### src/rtl/chan_arb_pkg.sv
// Shared definitions for the channel transmit sequencer: default sizing,
// FSM state encoding and the header tag.
package chan_arb_pkg;

  localparam int N_CH_DEF      = 8;
  localparam int DW_DEF        = 8;
  localparam int MAX_BEATS_DEF = 16;

  localparam logic [4:0] HDR_TAG = 5'b10100;

  typedef enum logic [1:0] {
    IDLE,
    HEADER,
    DATA,
    GAP
  } state_t;

  // Header beat identifies the owning channel under a fixed tag.
  function automatic logic [7:0] hdr_word(input logic [2:0] ch);
    return {HDR_TAG, ch};
  endfunction

endpackage

### src/rtl/channel_tx_sequencer_if.sv
// Downstream packet stream: valid/ready handshake with framing flags.
interface channel_tx_sequencer_if
  import chan_arb_pkg::*;
#(
  parameter int DW = DW_DEF
) ();

  logic          out_valid;
  logic          out_ready;
  logic [DW-1:0] out_data;
  logic          out_sof;
  logic          out_eof;

  modport master (
    output out_valid,
    output out_data,
    output out_sof,
    output out_eof,
    input  out_ready
  );

  modport slave (
    input  out_valid,
    input  out_data,
    input  out_sof,
    input  out_eof,
    output out_ready
  );

endinterface

### src/rtl/chan_sel_mux.sv
// N_CH:1 selector for the owning channel's current payload beat and last flag.
module chan_sel_mux
  import chan_arb_pkg::*;
#(
  parameter int N_CH = N_CH_DEF,
  parameter int DW   = DW_DEF
) (
  input  logic [2:0]         sel,
  input  logic [N_CH*DW-1:0] ch_data,
  input  logic [N_CH-1:0]    ch_last,
  output logic [DW-1:0]      sel_data,
  output logic               sel_last
);

  always_comb begin
    sel_data = '0;
    sel_last = 1'b0;
    for (int c = 0; c < N_CH; c++) begin
      if (int'(sel) == c) begin
        sel_data = ch_data[c*DW +: DW];
        sel_last = ch_last[c];
      end
    end
  end

endmodule

### src/rtl/channel_tx_sequencer.sv
// Turns an arbiter grant into one framed packet: header, payload beats
// from the owning channel, then a one-cycle gap before the next grant.
module channel_tx_sequencer
  import chan_arb_pkg::*;
#(
  parameter int N_CH      = N_CH_DEF,
  parameter int DW        = DW_DEF,
  parameter int MAX_BEATS = MAX_BEATS_DEF
) (
  input  logic                   clk,
  input  logic                   rst_n,
  input  logic [N_CH-1:0]        id_req,
  input  logic [3:0]             grant,
  input  logic [N_CH*DW-1:0]     ch_data,
  input  logic [N_CH-1:0]        ch_last,
  output logic [N_CH-1:0]        ch_pop,
  channel_tx_sequencer_if.master tx,
  output logic                   abort,
  output logic                   busy,
  output logic [2:0]             cur_ch
);

  localparam logic [7:0] LAST_IDX = 8'(MAX_BEATS - 1);

  state_t        state, state_n;
  logic [2:0]    cur_ch_n;
  logic [7:0]    beat_cnt, beat_cnt_n;
  logic          grant_hit, cur_req, sel_last;
  logic [DW-1:0] sel_data;
  logic          out_valid, out_sof, out_eof;
  logic [DW-1:0] out_data;

  function automatic logic [7:0] sat_inc(input logic [7:0] v);
    return (v == 8'hFF) ? v : v + 8'd1;
  endfunction

  // Payload comes only through cur_ch, so grant never reaches out_data.
  chan_sel_mux #(
    .N_CH(N_CH),
    .DW  (DW)
  ) u_sel (
    .sel     (cur_ch),
    .ch_data (ch_data),
    .ch_last (ch_last),
    .sel_data(sel_data),
    .sel_last(sel_last)
  );

  always_comb begin
    grant_hit = 1'b0;
    cur_req   = 1'b0;
    for (int c = 0; c < N_CH; c++) begin
      if (int'(grant) == c)  grant_hit = id_req[c];
      if (int'(cur_ch) == c) cur_req   = id_req[c];
    end
  end

  always_ff @(posedge clk or negedge rst_n) begin
    if (!rst_n) begin
      state    <= IDLE;
      cur_ch   <= '0;
      beat_cnt <= '0;
    end else begin
      state    <= state_n;
      cur_ch   <= cur_ch_n;
      beat_cnt <= beat_cnt_n;
    end
  end

  always_comb begin
    state_n    = state;
    cur_ch_n   = cur_ch;
    beat_cnt_n = beat_cnt;
    out_valid  = 1'b0;
    out_sof    = 1'b0;
    out_eof    = 1'b0;
    out_data   = '0;
    ch_pop     = '0;
    abort      = 1'b0;
    unique case (state)
      IDLE: begin
        if (grant_hit) begin
          cur_ch_n = grant[2:0];
          state_n  = HEADER;
        end
      end
      HEADER: begin
        out_valid = 1'b1;
        out_sof   = 1'b1;
        out_data  = DW'(hdr_word(cur_ch));
        if (tx.out_ready) begin
          beat_cnt_n = '0;
          state_n    = DATA;
        end
      end
      DATA: begin
        if (!cur_req) begin
          abort   = 1'b1;
          state_n = GAP;
        end else begin
          out_valid = 1'b1;
          out_data  = sel_data;
          // Hitting the beat limit ends the packet cleanly; leftovers wait for a later grant.
          out_eof   = sel_last || (beat_cnt == LAST_IDX);
          if (tx.out_ready) begin
            for (int c = 0; c < N_CH; c++) begin
              ch_pop[c] = (int'(cur_ch) == c);
            end
            beat_cnt_n = sat_inc(beat_cnt);
            if (out_eof) state_n = GAP;
          end
        end
      end
      GAP: begin
        state_n = IDLE;
      end
      default: state_n = IDLE;
    endcase
  end

  assign busy         = (state != IDLE);
  assign tx.out_valid = out_valid;
  assign tx.out_sof   = out_sof;
  assign tx.out_eof   = out_eof;
  assign tx.out_data  = out_data;

endmodule

### src/flat_wrapper.sv
// flat-port wrapper written by rule: the top's interface ports become plain ports
module channel_tx_sequencer_flat import chan_arb_pkg::*;
#(
  parameter int N_CH      = N_CH_DEF,
  parameter int DW        = DW_DEF,
  parameter int MAX_BEATS = MAX_BEATS_DEF
)
  (clk, rst_n, id_req, grant, ch_data, ch_last, ch_pop, abort, busy, cur_ch, tx_out_valid, tx_out_data, tx_out_sof, tx_out_eof, tx_out_ready);
  channel_tx_sequencer_if #(.DW(DW)) tx_i ();
  input  logic clk;
  input  logic rst_n;
  input  logic [N_CH-1:0] id_req;
  input  logic [3:0] grant;
  input  logic [N_CH*DW-1:0] ch_data;
  input  logic [N_CH-1:0] ch_last;
  output logic [N_CH-1:0] ch_pop;
  output logic abort;
  output logic busy;
  output logic [2:0] cur_ch;
  output wire logic [$bits(tx_i.out_valid)-1:0] tx_out_valid;
  output wire logic [$bits(tx_i.out_data)-1:0] tx_out_data;
  output wire logic [$bits(tx_i.out_sof)-1:0] tx_out_sof;
  output wire logic [$bits(tx_i.out_eof)-1:0] tx_out_eof;
  input wire logic [$bits(tx_i.out_ready)-1:0] tx_out_ready;
  assign tx_out_valid = tx_i.out_valid;
  assign tx_out_data = tx_i.out_data;
  assign tx_out_sof = tx_i.out_sof;
  assign tx_out_eof = tx_i.out_eof;
  assign tx_i.out_ready = tx_out_ready;
  channel_tx_sequencer #(.N_CH(N_CH), .DW(DW), .MAX_BEATS(MAX_BEATS)) u_core (.clk(clk), .rst_n(rst_n), .id_req(id_req), .grant(grant), .ch_data(ch_data), .ch_last(ch_last), .ch_pop(ch_pop), .tx(tx_i), .abort(abort), .busy(busy), .cur_ch(cur_ch));
endmodule
### config.mk
export PLATFORM = sky130hd
export DESIGN_NAME = channel_tx_sequencer_flat
export DESIGN_NICKNAME = d
export VERILOG_FILES = /design/src/rtl/chan_arb_pkg.sv /design/src/rtl/channel_tx_sequencer_if.sv /design/src/rtl/chan_sel_mux.sv /design/src/rtl/channel_tx_sequencer.sv /design/src/flat_wrapper.sv
export SDC_FILE = /design/constraint.sdc
export NUM_CORES = 1
export LEC_CHECK = 0
export BUFFER_PORTS_ARGS = -buffer_cell sky130_fd_sc_hd__buf_2
export CORE_UTILIZATION = 30
export DETAILED_ROUTE_END_ITERATION = 8
export SYNTH_ARGS = -nofsm -noshare
export SYNTH_HDL_FRONTEND = slang
export SYNTH_SLANG_ARGS = --single-unit
### constraint.sdc
create_clock -name clk -period 3.2 [get_ports clk]
set_clock_uncertainty 0.05 [all_clocks]
set_input_delay 0.8 -clock clk [delete_from_list [all_inputs] [get_ports clk]]
set_output_delay 0.8 -clock clk [all_outputs]
set_load 0.05 [all_outputs]
==> results of run 1 <==
cell usage in the layout, fill, tap and decap left out, types with 4 or more instances in the layout:
| cell | Yosys | routed |
|---|---|---|
| sky130_fd_sc_hd__buf_4 | 0 | 6 |
| sky130_fd_sc_hd__mux4_2 | 18 | 18 |
| sky130_fd_sc_hd__mux2i_1 | 9 | 9 |
| sky130_fd_sc_hd__inv_1 | 4 | 4 |
| sky130_fd_sc_hd__o21ai_0 | 8 | 8 |
| sky130_fd_sc_hd__dfrtp_1 | 13 | 13 |
| sky130_fd_sc_hd__nor2_1 | 9 | 9 |
| sky130_fd_sc_hd__nand3_1 | 7 | 7 |
| sky130_fd_sc_hd__nor2b_1 | 8 | 6 |
| sky130_fd_sc_hd__nand2_1 | 27 | 27 |
| sky130_fd_sc_hd__nor3_1 | 4 | 4 |
| sky130_fd_sc_hd__buf_2 | 4 | 110 |
| sky130_fd_sc_hd__ha_1 | 4 | 4 |
| sky130_fd_sc_hd__mux2_2 | 5 | 5 |
flip-flops by register name (all words and copies together), names as in the netlist:
signal,count
u_core.state,2
u_core.beat_cnt,8
u_core.cur_ch,3
power breakdown:
| group | total [mW] | switching [mW] | internal [mW] |
|---|---|---|---|
| Clock | 0.147 | 0.0586 | 0.0880 |
| Sequential | 0.315 | 0.0882 | 0.227 |
| Combinational | 1.63 | 0.982 | 0.646 |
| Total | 2.09 | 1.13 | 0.961 |
metrics by stage:
step                      instances  hold WS (ns)  worst slack (ns)  power, mW  utilization
after global placement          348         0.472             0.212       1.94        0.443
final                           352         0.379             0.175       2.09        0.452
after CTS                       352         0.387             0.167       2.11        0.452
after detailed placement        348         0.474             0.234       1.96        0.443
after global routing            352         0.397            0.0168       2.27        0.452
after floorplan                 171         0.442            -0.234       1.60            -
worst max-delay path, cell delays in order (launching register included):
cell	delay [ns]
sky130_fd_sc_hd__dfrtp_1	0.56
sky130_fd_sc_hd__buf_12	0.25
sky130_fd_sc_hd__mux4_2	0.51
sky130_fd_sc_hd__mux2i_1	0.14
sky130_fd_sc_hd__o21ai_0	0.09
sky130_fd_sc_hd__and2_1	0.15
sky130_fd_sc_hd__buf_2	0.20
path summary, 6_finish.rpt:
path,startpoint,end,slack (ns)
worst max-delay path,u_core.cur_ch[0],tx_out_data[0],0.18
worst min-delay path,rst_n,u_core.beat_cnt[3],0.38
worst max register to register,u_core.cur_ch[0],u_core.state[1],0.95
worst min register to register,u_core.beat_cnt[1],u_core.beat_cnt[1],0.49
max in group asynchronous,rst_n,u_core.state[1],2.49
min in group clk,u_core.beat_cnt[1],u_core.beat_cnt[1],0.49
metal layers:
metal | wire length (um) | GRT usage
met4 | 44 | 0.0494
met1 | 2090 | 0.231
met3 | 255 | 0.0278
met2 | 2450 | 0.344
met5 | 0 | 0
area by class of cell:
class / count / area share
Sequential cell: 13 / 0.140
Multi-Input combinational cell: 143 / 0.529
Clock buffer: 4 / 0.0194
Tap cell: 70 / 0.0377
Timing Repair Buffer: 117 / 0.265
Inverter: 5 / 0.00809
kinds of logic (layout without fill, tap and decap cells):
kind of cell / count (synthesis) / count (layout) / synth area share
compound gates: 33 / 33 / 0.143
fa+ha+maj: 4 / 4 / 0.0309
simple gates: 74 / 74 / 0.233
buf+inv: 15 / 126 / 0.0517
mux: 32 / 32 / 0.341
flops: 13 / 13 / 0.201
==> results.md, run 1 <==
- The run finished with clean final reports.
- The number of different library cells in the post-synthesis netlist is 41.
- After synthesis the netlist holds a flip-flop and latch count of 13.
- The cell area power density is 900 nW/um^2.
- The cell count after synthesis is 171.
- The fraction of post-synthesis cell area in the top cell type by area is 0.250.
- At the pin with the least slew margin, the transition time is 0.371 ns.
- The top flip-flop cell by instance count after synthesis is sky130_fd_sc_hd__dfrtp_1.
- In this run the number of H-tree levels came out at 1.
- The width of the die is 75.5 um.
- The async set-or-reset flop fraction in the synthesized netlist is 1.00.
- The number of antenna violations at the first check in global routing was 0.
- The half-perimeter wire length after placement is 3990 um.
- The floorplan has 26 rows.
- The commonest cells after synthesis are 27 x sky130_fd_sc_hd__nand2_1, 18 x sky130_fd_sc_hd__mux4_2, 13 x sky130_fd_sc_hd__dfrtp_1.
- In this run, the number of DRC markers left after iteration 0 of detailed routing was 90.
- The worst register-to-register path has a depth of 7.
- The mean area per synthesized cell is 9.48 um^2.
- Entering global routing, the biggest net connects 26 pins.
- The area of the multi-input gates is 1230 um^2.
- The number of setup buffers added after CTS is 0.
- The class of the worst hold path is primary input to asynchronous set/reset pin.
- The post-route clock period utilization is 0.945.
- The average wire per standard cell is 13.8 um.
- The total of max-cap violations is 0.
- The full die area is 5700 um^2.
- STA classifies the critical path startpoint as a flip-flop.
- The number of nets handed over by synthesis was 262.
- For the final routed database, the setup TNS stands at 0 ns.
- Yosys attributes the largest share of cell area to sky130_fd_sc_hd__mux4_2 25%, sky130_fd_sc_hd__dfrtp_1 20%, sky130_fd_sc_hd__nand2_1 6.3%, sky130_fd_sc_hd__mux2i_1 5.6%, sky130_fd_sc_hd__mux2_2 3.5%.
- The clock sink count is 13.
- The area growth from synthesis to layout is 43.2%.
- The achievable frequency is 0.331 GHz.
- For this block, the via count after detailed routing is 1,792.
- Of all cell types, the one taking the most synthesized area is sky130_fd_sc_hd__mux4_2.
- The critical path arrival is 2.17 ns.
- In this run the standard cell core region covers 5140 um^2.
- The global placer's final weighted congestion is 0.761.
- The post-placement cell area is 2280 um^2.
- The maximum VDD drop is 0.402 mV.
- The number of resized instances in the post-cts repair step is 0.
- The post-synthesis instance area is 1620 um^2.
- The number of endpoints failing setup at the final stage is 0.
- The final layout net count is 374.
- Setup repair after global routing left no endpoint under its margin.
- The cell at the root of the clock tree is sky130_fd_sc_hd__clkbuf_8.
- The share of the Yosys chip area taken by registers is 0.201.
- The static leakage is 1.13 nW.
- Along the worst path, the maximum fanout reaches 25.
- The final global-route overflow total is 0.
- The headroom to the max-slew limit is 0.753.
- The wire length of the first global-routing pass is 8200 um.
- For this design the top-level I/O count stands at 111.
- The via count of the first global-routing pass is 1,781.
- Of the cells placed in the final design, the portion with a size suffix greater than 1 is 0.539.
- The number of pins exceeding their max-slew limit in the final report is 0.
- The total CTS buffers is 3.
- TritonCTS built the clock tree.
- The category of the worst setup path capture point is an output pin.
- Among all cell types in the netlist, the one instantiated most often is sky130_fd_sc_hd__nand2_1.
- The cell area after layout is 2320 um^2.
- The final critical path time including I/O delays and setup is 3.02 ns.
- Yosys printed 0 warnings.
- After clock tree synthesis, the clock-pin slew on the worst setup and hold paths is 0.05 ns.
- The diode insertion count for antenna repair is 0.
- The number of fillers in the final layout is 541.
- The number of hold buffers added after CTS is 0.
- Dividing the detail-routed via count by the number of cells gives 5.09.
- The number of port buffers is 110.
- The number of search-and-repair iterations in the first detailed-routing pass is 4.
- The die outline height is 75.5 um.
- Once detail routing completed, the nets flagged for antenna violations numbered 0.
- The number of hold violations in the final report is 0.
- The initial core utilization is 0.315.
- The number of remaining DRC errors is 0.
- The number of enable-type register cells in the synthesized netlist is 0.
- At the worst endpoint, the required time is 2.35 ns.
- The path type of the worst setup path is flip-flop to output pin.
- Clock latency on the worst-skew pair, taken at its later pin, is 0.25 ns.
- The register cell area after layout is 325 um^2.
- Summed over all layers, the routed wires come to 4840 um.
- Counting along the longest clock path gives a buffer depth of 2.
- For this run, the total global-route usage over all layers was measured as 0.188.
(Power assumes the default switching activity.)
==> run 2, diff against run 1 <==
--- a/config.mk
+++ b/config.mk
@@ -6,8 +6,9 @@
 export NUM_CORES = 1
 export LEC_CHECK = 0
 export BUFFER_PORTS_ARGS = -buffer_cell sky130_fd_sc_hd__buf_2
-export CORE_UTILIZATION = 30
+export CORE_UTILIZATION = 42
 export DETAILED_ROUTE_END_ITERATION = 8
+export PLACE_DENSITY = 0.81
 export SYNTH_ARGS = -nofsm -noshare
 export SYNTH_HDL_FRONTEND = slang
 export SYNTH_SLANG_ARGS = --single-unit
==> constraint.sdc (replaced) <==
create_clock -name clk -period 3.38 [get_ports clk]
set_clock_uncertainty 0.05 [all_clocks]
set_input_delay 0.845 -clock clk [delete_from_list [all_inputs] [get_ports clk]]
set_output_delay 0.845 -clock clk [all_outputs]
set_load 0.05 [all_outputs]
==> run 2 against run 1 <==
Against the previous run: sequential share of layout area increased by 0.26 points; hold slack better by 0.051 ns; utilization rose by 17 points; critical path depth increased by 3; critical path type unchanged; register-to-register slack gained 0.09 ns; clock-buffer cell count unchanged; clock power decreased by 8%.
==> results.md, run 2 (same netlist as run 1, synthesis figures left out) <==
- The required time reported for the critical path endpoint was 2.48 ns (was 2.35 ns).
- The path type of the worst setup path is flip-flop to output pin (unchanged).
- The final layout net count is 374 (unchanged).
- The global placer's final weighted congestion was 0.815 (was 0.761).
- The number of hold violations in the final report is 0 (unchanged).
- The area of the multi-input gates was 1210 um^2 (was 1230 um^2).
- The via count of the first global-routing pass is 1,791 (was 1,781).
- The full die area came to 4110 um^2 (was 5700 um^2).
- The internal power summed over all cells is 913 uW (was 961 uW).
- The final global-route overflow total is 0 (unchanged).
- The growth of design area from synthesis to finish is 40.6% (was 43.2%).
- The register cell area after layout is 325 um^2 (unchanged).
- The headroom to the max-slew limit came to 0.789 (was 0.753).
- The part of the power in combinational logic was 0.782 (was 0.779).
- The critical path's slowest cell is sky130_fd_sc_hd__dfrtp_1 (unchanged).
- The cell at the root of the clock tree is sky130_fd_sc_hd__clkbuf_8 (unchanged).
- The total number of H-tree levels is 1 (unchanged).
- The die outline height is 64.1 um (was 75.5 um).
- The longest individual stage delay on the worst path came to 0.51 ns (was 0.56 ns).
- The startpoint type of the worst setup path is a flip-flop (unchanged).
- The sequential share of power was 0.149 (was 0.151).
- The mean number of vias per cell came to 5.45 (was 5.09).
- The cell area after layout is 2280 um^2 (was 2320 um^2).
- The number of port buffers came to 110 (unchanged).
- The clock share of power was 0.069 (was 0.070).
- The worst hold-check slack was 0.430 ns (was 0.379 ns).
- The class of the worst hold path is primary input to asynchronous set/reset pin (unchanged).
- The number of search-and-repair iterations in the first detailed-routing pass is 5 (was 4).
- The share of post-route cells with drive strength above 1 is 0.521 (was 0.539).
- Top library cells by usage in the layout, fill and taps aside: 110 x sky130_fd_sc_hd__buf_2, 27 x sky130_fd_sc_hd__nand2_1, 18 x sky130_fd_sc_hd__mux4_2, 13 x sky130_fd_sc_hd__dfrtp_1 (unchanged).
- The floorplan row count is 22 (was 26).
- The critical path arrival came to 2.24 ns (was 2.17 ns).
- The final routed wirelength across all metal layers was 4780 um (was 4840 um).
- The standard cell core area is 3690 um^2 (was 5140 um^2).
- Largest regs: u_core.beat_cnt (8), u_core.cur_ch (3), u_core.state (2) (unchanged).
- The static leakage came to 1.13 nW (about the same).
- The number of fillers in the final layout came to 333 (was 541).
- The slew at the pin closest to its max-slew limit came to 0.317 ns (was 0.371 ns).
- The number of pins exceeding their max-slew limit in the final report was 0 (unchanged).
- The worst setup path startpoint is u_core.cur_ch[0] (unchanged).
- The post-placement cell area is 2230 um^2 (was 2280 um^2).
- The average wire per standard cell is 14.5 um (was 13.8 um).
- The largest fanout of any net on the critical path is 26 (was 25).
- The achievable frequency is 0.319 GHz.
- The register bank with the most flops is u_core.beat_cnt (unchanged).
- The maximum number of pins on one net before global-route repair is 27 (was 26).
- The core utilization of the finished layout is 0.618 (was 0.452).
- The switching portion of total power was 0.537 (was 0.540).
- The clock insertion delay at the later pin of the skew report is 0.24 ns (was 0.25 ns).
- The number of antenna violations at the first check in global routing is 0 (unchanged).
- The number of instances in the placed design is 326 (was 348).
- The switching power total is 1.06 mW (was 1.13 mW).
- The number of buffers between clock root and the deepest sink is 2 (unchanged).
- The initial core utilization is 0.439 (was 0.315).
- Status: finished clean (unchanged).
- The cell area power density came to 865 nW/um^2 (was 900 nW/um^2).
- The startpoint of the lowest-slack register-to-register path is u_core.cur_ch[0] (unchanged).
- The clock tree from TritonCTS was built (unchanged).
- The maximum VDD drop is 0.512 mV (was 0.402 mV).
- The number of routed nets with antenna violations was 0 (unchanged).
- The first-iteration detailed-routing DRC count is 120 (was 90).
- The wire length of the first global-routing pass is 7880 um (was 8200 um).
- The total of max-cap violations is 0 (unchanged).
- The post-CTS clock slew at the launch and capture registers of the worst setup and hold paths is 0.05 ns (about the same).
- The clock sink count is 13 (unchanged).
- The number of endpoints failing setup at the final stage is 0 (unchanged).
- The category of the worst setup path capture point is an output pin (unchanged).
- The half-perimeter wire length after placement is 3970 um (was 3990 um).
- In this design, the critical path's most frequently occurring cell is sky130_fd_sc_hd__o21ai_0.
- The number of remaining DRC errors is 0 (unchanged).
- RSZ-0062 raised after global routing: no (unchanged).
- The via count is 1,798 (was 1,792).
- The global router's overall resource usage was 0.244 (was 0.188).
- Critical-path cell list: buf_12 -> mux2i_1 -> o22ai_2 -> o21ai_0 -> buf_4 -> nor2b_1 -> o21ai_0 -> a21boi_1 -> buf_2 (was buf_12 -> mux4_2 -> mux2i_1 -> o21ai_0 -> and2_1 -> buf_2).
- The flip-flop count of the largest register, all copies and words added is 8 (unchanged).
- The total CTS buffers is 3 (unchanged).
- The diode insertion count for antenna repair is 0 (unchanged).
- The worst path needs 3.13 ns of the cycle, external delays included.
- The leading cell type in the layout, fill and taps excluded is sky130_fd_sc_hd__buf_2 (unchanged).
- The final standard cell count with taps included and fillers excluded was 330 (was 352).
- The post-route clock period utilization is 0.927.
- The final total negative setup slack was 0 ns (unchanged).
- The number of top-level design ports is 111 (unchanged).
- The width of the die was 64.1 um (was 75.5 um).
[run 2: cell counts in the layout (fill, tap and decap cells not counted)]
Identical to the previous run, type by type.
[run 2: final timing paths]
| path | depth (start not counted) | end | slack [ns] |
|---|---|---|---|
| setup / recovery | 9 | tx_out_data[2] | 0.25 |
| hold / removal | 1 | u_core.beat_cnt[2] | 0.43 |
| setup reg to reg | 8 | u_core.state[1] | 1.04 |
| hold reg to reg | 1 | u_core.beat_cnt[1] | 0.50 |
| max in group asynchronous | 1 | u_core.cur_ch[2] | 2.62 |
| min in group clk | 1 | u_core.beat_cnt[1] | 0.50 |
[run 2: routing by layer]
metal	wire [um]	track usage	part of all wire
met5	0	0	0
met4	70	0.0667	0.015
met3	323	0.0411	0.068
met1	1990	0.301	0.42
met2	2400	0.436	0.50
[run 2: area by class of cell]
cell class / instances / area share
clock buffers: 4 / 0.0198
inverters: 5 / 0.00824
multi-input cells: 143 / 0.533
flip-flops and latches: 13 / 0.143
well taps: 48 / 0.0264
repair buffers: 117 / 0.270
[run 2: critical path, delay by kind of cell, from the launching register on]
family          cells  cell delay, ns
mux                 1            0.24
simple gates        1            0.06
flops               1            0.51
buf+inv             3            0.68
compound gates      4            0.51
[run 2: what timing repair did]
item                       CTS  global route
hold buffers                 0             0
resized for setup            0             1
buffers inserted             0             0
setup endpoints to repair    0             2
[run 2: metrics by stage]
stage          worst slack [ns]  power (mW)
2_1_floorplan           -0.0986        1.50
3_3_place_gp              0.347        1.81
3_5_place_dp              0.218        1.83
4_1_cts                   0.168        1.97
5_1_grt                  0.0671        2.12
6_report                  0.246        1.97
[run 2: power groups by stage]
stage | clock network (mW) | logic [mW] | registers (mW)
global placement | 0 | 1.52 | 0.290
finish | 0.135 | 1.54 | 0.294
global route | 0.149 | 1.67 | 0.304
floorplan | 0 | 1.17 | 0.332
detailed placement | 0 | 1.53 | 0.294
CTS | 0.140 | 1.54 | 0.292
==> run 3, diff against run 2 <==
==> constraint.sdc (replaced) <==
create_clock -name clk -period 3.38 [get_ports clk]
set_clock_uncertainty 0.05 [all_clocks]
set_input_delay 0 -clock clk [delete_from_list [all_inputs] [get_ports clk]]
set_output_delay 0 -clock clk [all_outputs]
set_load 0.05 [all_outputs]
==> run 3 against run 2 <==
Against the previous run: clock-buffer cell count is the same; combinational power is 6% lower; clock power about the same; critical endpoint is now ch_pop[6]; largest cell class unchanged; largest power group unchanged.
==> results.md, run 3 (same netlist as run 1, synthesis figures left out) <==
- The path type of the worst setup path is flip-flop to output pin (unchanged).
- The number of buffers between clock root and the deepest sink is 2 (unchanged).
- The via count of the first global-routing pass is 1,772 (was 1,791).
- The maximum VDD drop is 0.496 mV (was 0.512 mV).
- The number of top-level design ports is 111 (unchanged).
- The final total negative setup slack came to 0 ns (unchanged).
- The required time reported for the critical path endpoint was 3.33 ns (was 2.48 ns).
- The number of remaining DRC errors is 0 (unchanged).
- The static leakage is 1.12 nW (was 1.13 nW).
- The startpoint type of the worst setup path is a flip-flop (unchanged).
- The number of hold buffers added after CTS is 2 (was 0).
- The width of the die came to 64.1 um (unchanged).
- Critical-path cell list: nand2_1 -> o22ai_2 -> nor2_2 -> nor2b_1 -> and3_1 -> nor2b_1 -> buf_2 (was buf_12 -> mux2i_1 -> o22ai_2 -> o21ai_0 -> buf_4 -> nor2b_1 -> o21ai_0 -> a21boi_1 -> buf_2).
- The achievable frequency is 0.397 GHz (was 0.319 GHz).
- The end point of the worst hold path is u_core.cur_ch[2].
- The via count came to 1,783 (was 1,798).
- The slew at the pin closest to its max-slew limit is 0.504 ns (was 0.317 ns).
- The startpoint of the lowest-slack register-to-register path was u_core.cur_ch[0] (unchanged).
- The number of routed nets with antenna violations is 0 (unchanged).
- The floorplan row count is 22 (unchanged).
- The growth of design area from synthesis to finish is 39.1% (was 40.6%).
- The clock sink count is 13 (unchanged).
- The die outline height came to 64.1 um (unchanged).
- The total of max-cap violations came to 0 (unchanged).
- The hold path startpoint is grant[2].
- The critical path's slowest cell is sky130_fd_sc_hd__dfrtp_1 (unchanged).
- The first-iteration detailed-routing DRC count is 54 (was 120).
- The longest individual stage delay on the worst path is 0.63 ns (was 0.51 ns).
- The post-route clock period utilization was 0.745 (was 0.927).
- The number of hold violations in the final report came to 0 (unchanged).
- The register cell area after layout was 325 um^2 (unchanged).
- The headroom to the max-slew limit is 0.664 (was 0.789).
- The initial core utilization is 0.439 (unchanged).
- Status: finished clean (unchanged).
- The final layout net count came to 372 (was 374).
- The global placer's final weighted congestion was 0.807 (was 0.815).
- The average wire per standard cell is 14.9 um (was 14.5 um).
- The mean number of vias per cell is 5.44 (was 5.45).
- The critical path arrival is 2.47 ns (was 2.24 ns).
- The number of antenna violations at the first check in global routing is 0 (unchanged).
- The global router's overall resource usage is 0.245 (was 0.244).
- The number of endpoints failing setup at the final stage is 0 (unchanged).
- The full die area came to 4110 um^2 (unchanged).
- The register-to-register setup slack is 1.00 ns (was 1.04 ns).
- The half-perimeter wire length after placement came to 4000 um (was 3970 um).
- The share of post-route cells with drive strength above 1 is 0.507 (was 0.521).
- The worst hold-check slack is 0.00378 ns (was 0.430 ns).
- The reg-to-reg critical path endpoint is u_core.state[1] (unchanged).
- The post-CTS clock slew at the launch and capture registers of the worst setup and hold paths was 0.05 ns (about the same).
- The category of cells accounting for the largest share of critical-path delay is simple AND/OR/NAND/NOR gates (was buffers and inverters).
- The cell area power density is 843 nW/um^2 (was 865 nW/um^2).
- The flip-flop count of the largest register, all copies and words added is 8 (unchanged).
- The standard cell core area came to 3690 um^2 (unchanged).
- The number of pins exceeding their max-slew limit in the final report is 0 (unchanged).
- The final global-route overflow total came to 0 (unchanged).
- The number of fillers in the final layout is 344 (was 333).
- The leading cell type in the layout, fill and taps excluded is sky130_fd_sc_hd__buf_2 (unchanged).
- The number of resized instances in the post-cts repair step is 0 (unchanged).
- RSZ-0062 raised after global routing: no (unchanged).
- The diode insertion count for antenna repair is 0 (unchanged).
- The total CTS buffers is 3 (unchanged).
- The post-CTS setup buffer count is 0 (unchanged).
- The class of the worst hold path is primary input to flip-flop (was primary input to asynchronous set/reset pin).
- Largest regs: u_core.beat_cnt (8), u_core.cur_ch (3), u_core.state (2) (unchanged).
- The cell repeated most along the worst path is sky130_fd_sc_hd__nor2b_1 (was sky130_fd_sc_hd__o21ai_0).
- The final critical path time including I/O delays and setup was 2.52 ns (was 3.13 ns).
- The count of cells along the worst register-to-register path was 7 (was 8).
- The category of the worst setup path capture point was an output pin (unchanged).
- The wire length of the first global-routing pass came to 7890 um (was 7880 um).
- The total number of H-tree levels is 1 (unchanged).
- The number of search-and-repair iterations in the first detailed-routing pass is 4 (was 5).
- The total buffers and inverters traversed by the critical path is 1 (was 3).
- The clock tree from TritonCTS was built (unchanged).
- The cell at the root of the clock tree is sky130_fd_sc_hd__clkbuf_8 (unchanged).
- The final routed wirelength across all metal layers was 4890 um (was 4780 um).
- The maximum number of pins on one net before global-route repair is 29 (was 27).
- The clock insertion delay at the later pin of the skew report was 0.24 ns (about the same).
- Along the worst hold path, the cell count comes to 2.
- Top library cells by usage in the layout, fill and taps aside: 110 x sky130_fd_sc_hd__buf_2, 27 x sky130_fd_sc_hd__nand2_1, 18 x sky130_fd_sc_hd__mux4_2, 13 x sky130_fd_sc_hd__dfrtp_1 (unchanged).
- The register bank with the most flops is u_core.beat_cnt (unchanged).
- The largest fanout of any net on the critical path was 15 (was 26).
- The number of port buffers is 110 (unchanged).
- The area of the multi-input gates is 1210 um^2 (about the same).
## run 3: changes by cell type in the layout (fill, tap and decap cells not counted), sizes merged
cell,previous run,this run
dlygate4sd3,0,2
buf,117,113
## run 3: per-layer routing
metal | vias up | GRT usage | share of wire
li1 | 870 | - | -
met1 | 840 | 0.297 | 0.42
met2 | 64 | 0.453 | 0.51
met3 | 9 | 0.0286 | 0.048
met4 | 0 | 0.0667 | 0.015
met5 | - | 0 | 0
## run 3: worst reg2reg max path: stages, from the launching register on
cell	delay [ns]
sky130_fd_sc_hd__dfrtp_1	0.65
sky130_fd_sc_hd__buf_4	0.40
sky130_fd_sc_hd__mux2i_1	0.22
sky130_fd_sc_hd__nor2_1	0.05
sky130_fd_sc_hd__a311o_1	0.32
sky130_fd_sc_hd__a21oi_1	0.17
sky130_fd_sc_hd__a21oi_1	0.11
sky130_fd_sc_hd__mux2_2	0.29
## run 3: worst max-delay path by stage
stage	slack, ns	end	from	depth (start not counted)
6_report	0.86	ch_pop[6]	u_core.cur_ch[2]	7
2_1_floorplan	0.51	tx_out_data[2]	u_core.cur_ch[1]	8
5_1_grt	0.67	tx_out_data[1]	u_core.cur_ch[0]	6
3_5_place_dp	0.97	u_core.state[1]	u_core.cur_ch[0]	7
3_3_place_gp	1.03	u_core.state[1]	u_core.cur_ch[0]	7
4_1_cts	0.86	tx_out_data[0]	u_core.cur_ch[0]	6
## run 3: layout make-up
| class | instances | area share |
|---|---|---|
| repair buffers | 115 | 0.263 |
| flip-flops and latches | 13 | 0.144 |
| multi-input cells | 143 | 0.537 |
| clock buffers | 4 | 0.0200 |
| inverters | 5 | 0.00833 |
| well taps | 48 | 0.0267 |
## run 3: per-stage QoR
step | worst slack (ns) | utilization | std cells | instance area, um^2 | total power [mW]
after floorplan | 0.513 | - | 171 | 1620 | 1.50
after global placement | 1.03 | 0.593 | 322 | 2190 | 1.73
after detailed placement | 0.974 | 0.593 | 322 | 2190 | 1.76
after CTS | 0.856 | 0.611 | 328 | 2250 | 1.90
after global routing | 0.669 | 0.611 | 328 | 2250 | 2.04
final | 0.861 | 0.611 | 328 | 2250 | 1.90
## run 3: where the power goes
| group | switching [mW] | total, mW | internal, mW |
|---|---|---|---|
| Combinational | 0.884 | 1.45 | 0.565 |
| Clock | 0.0549 | 0.138 | 0.0833 |
| Sequential | 0.0973 | 0.312 | 0.214 |
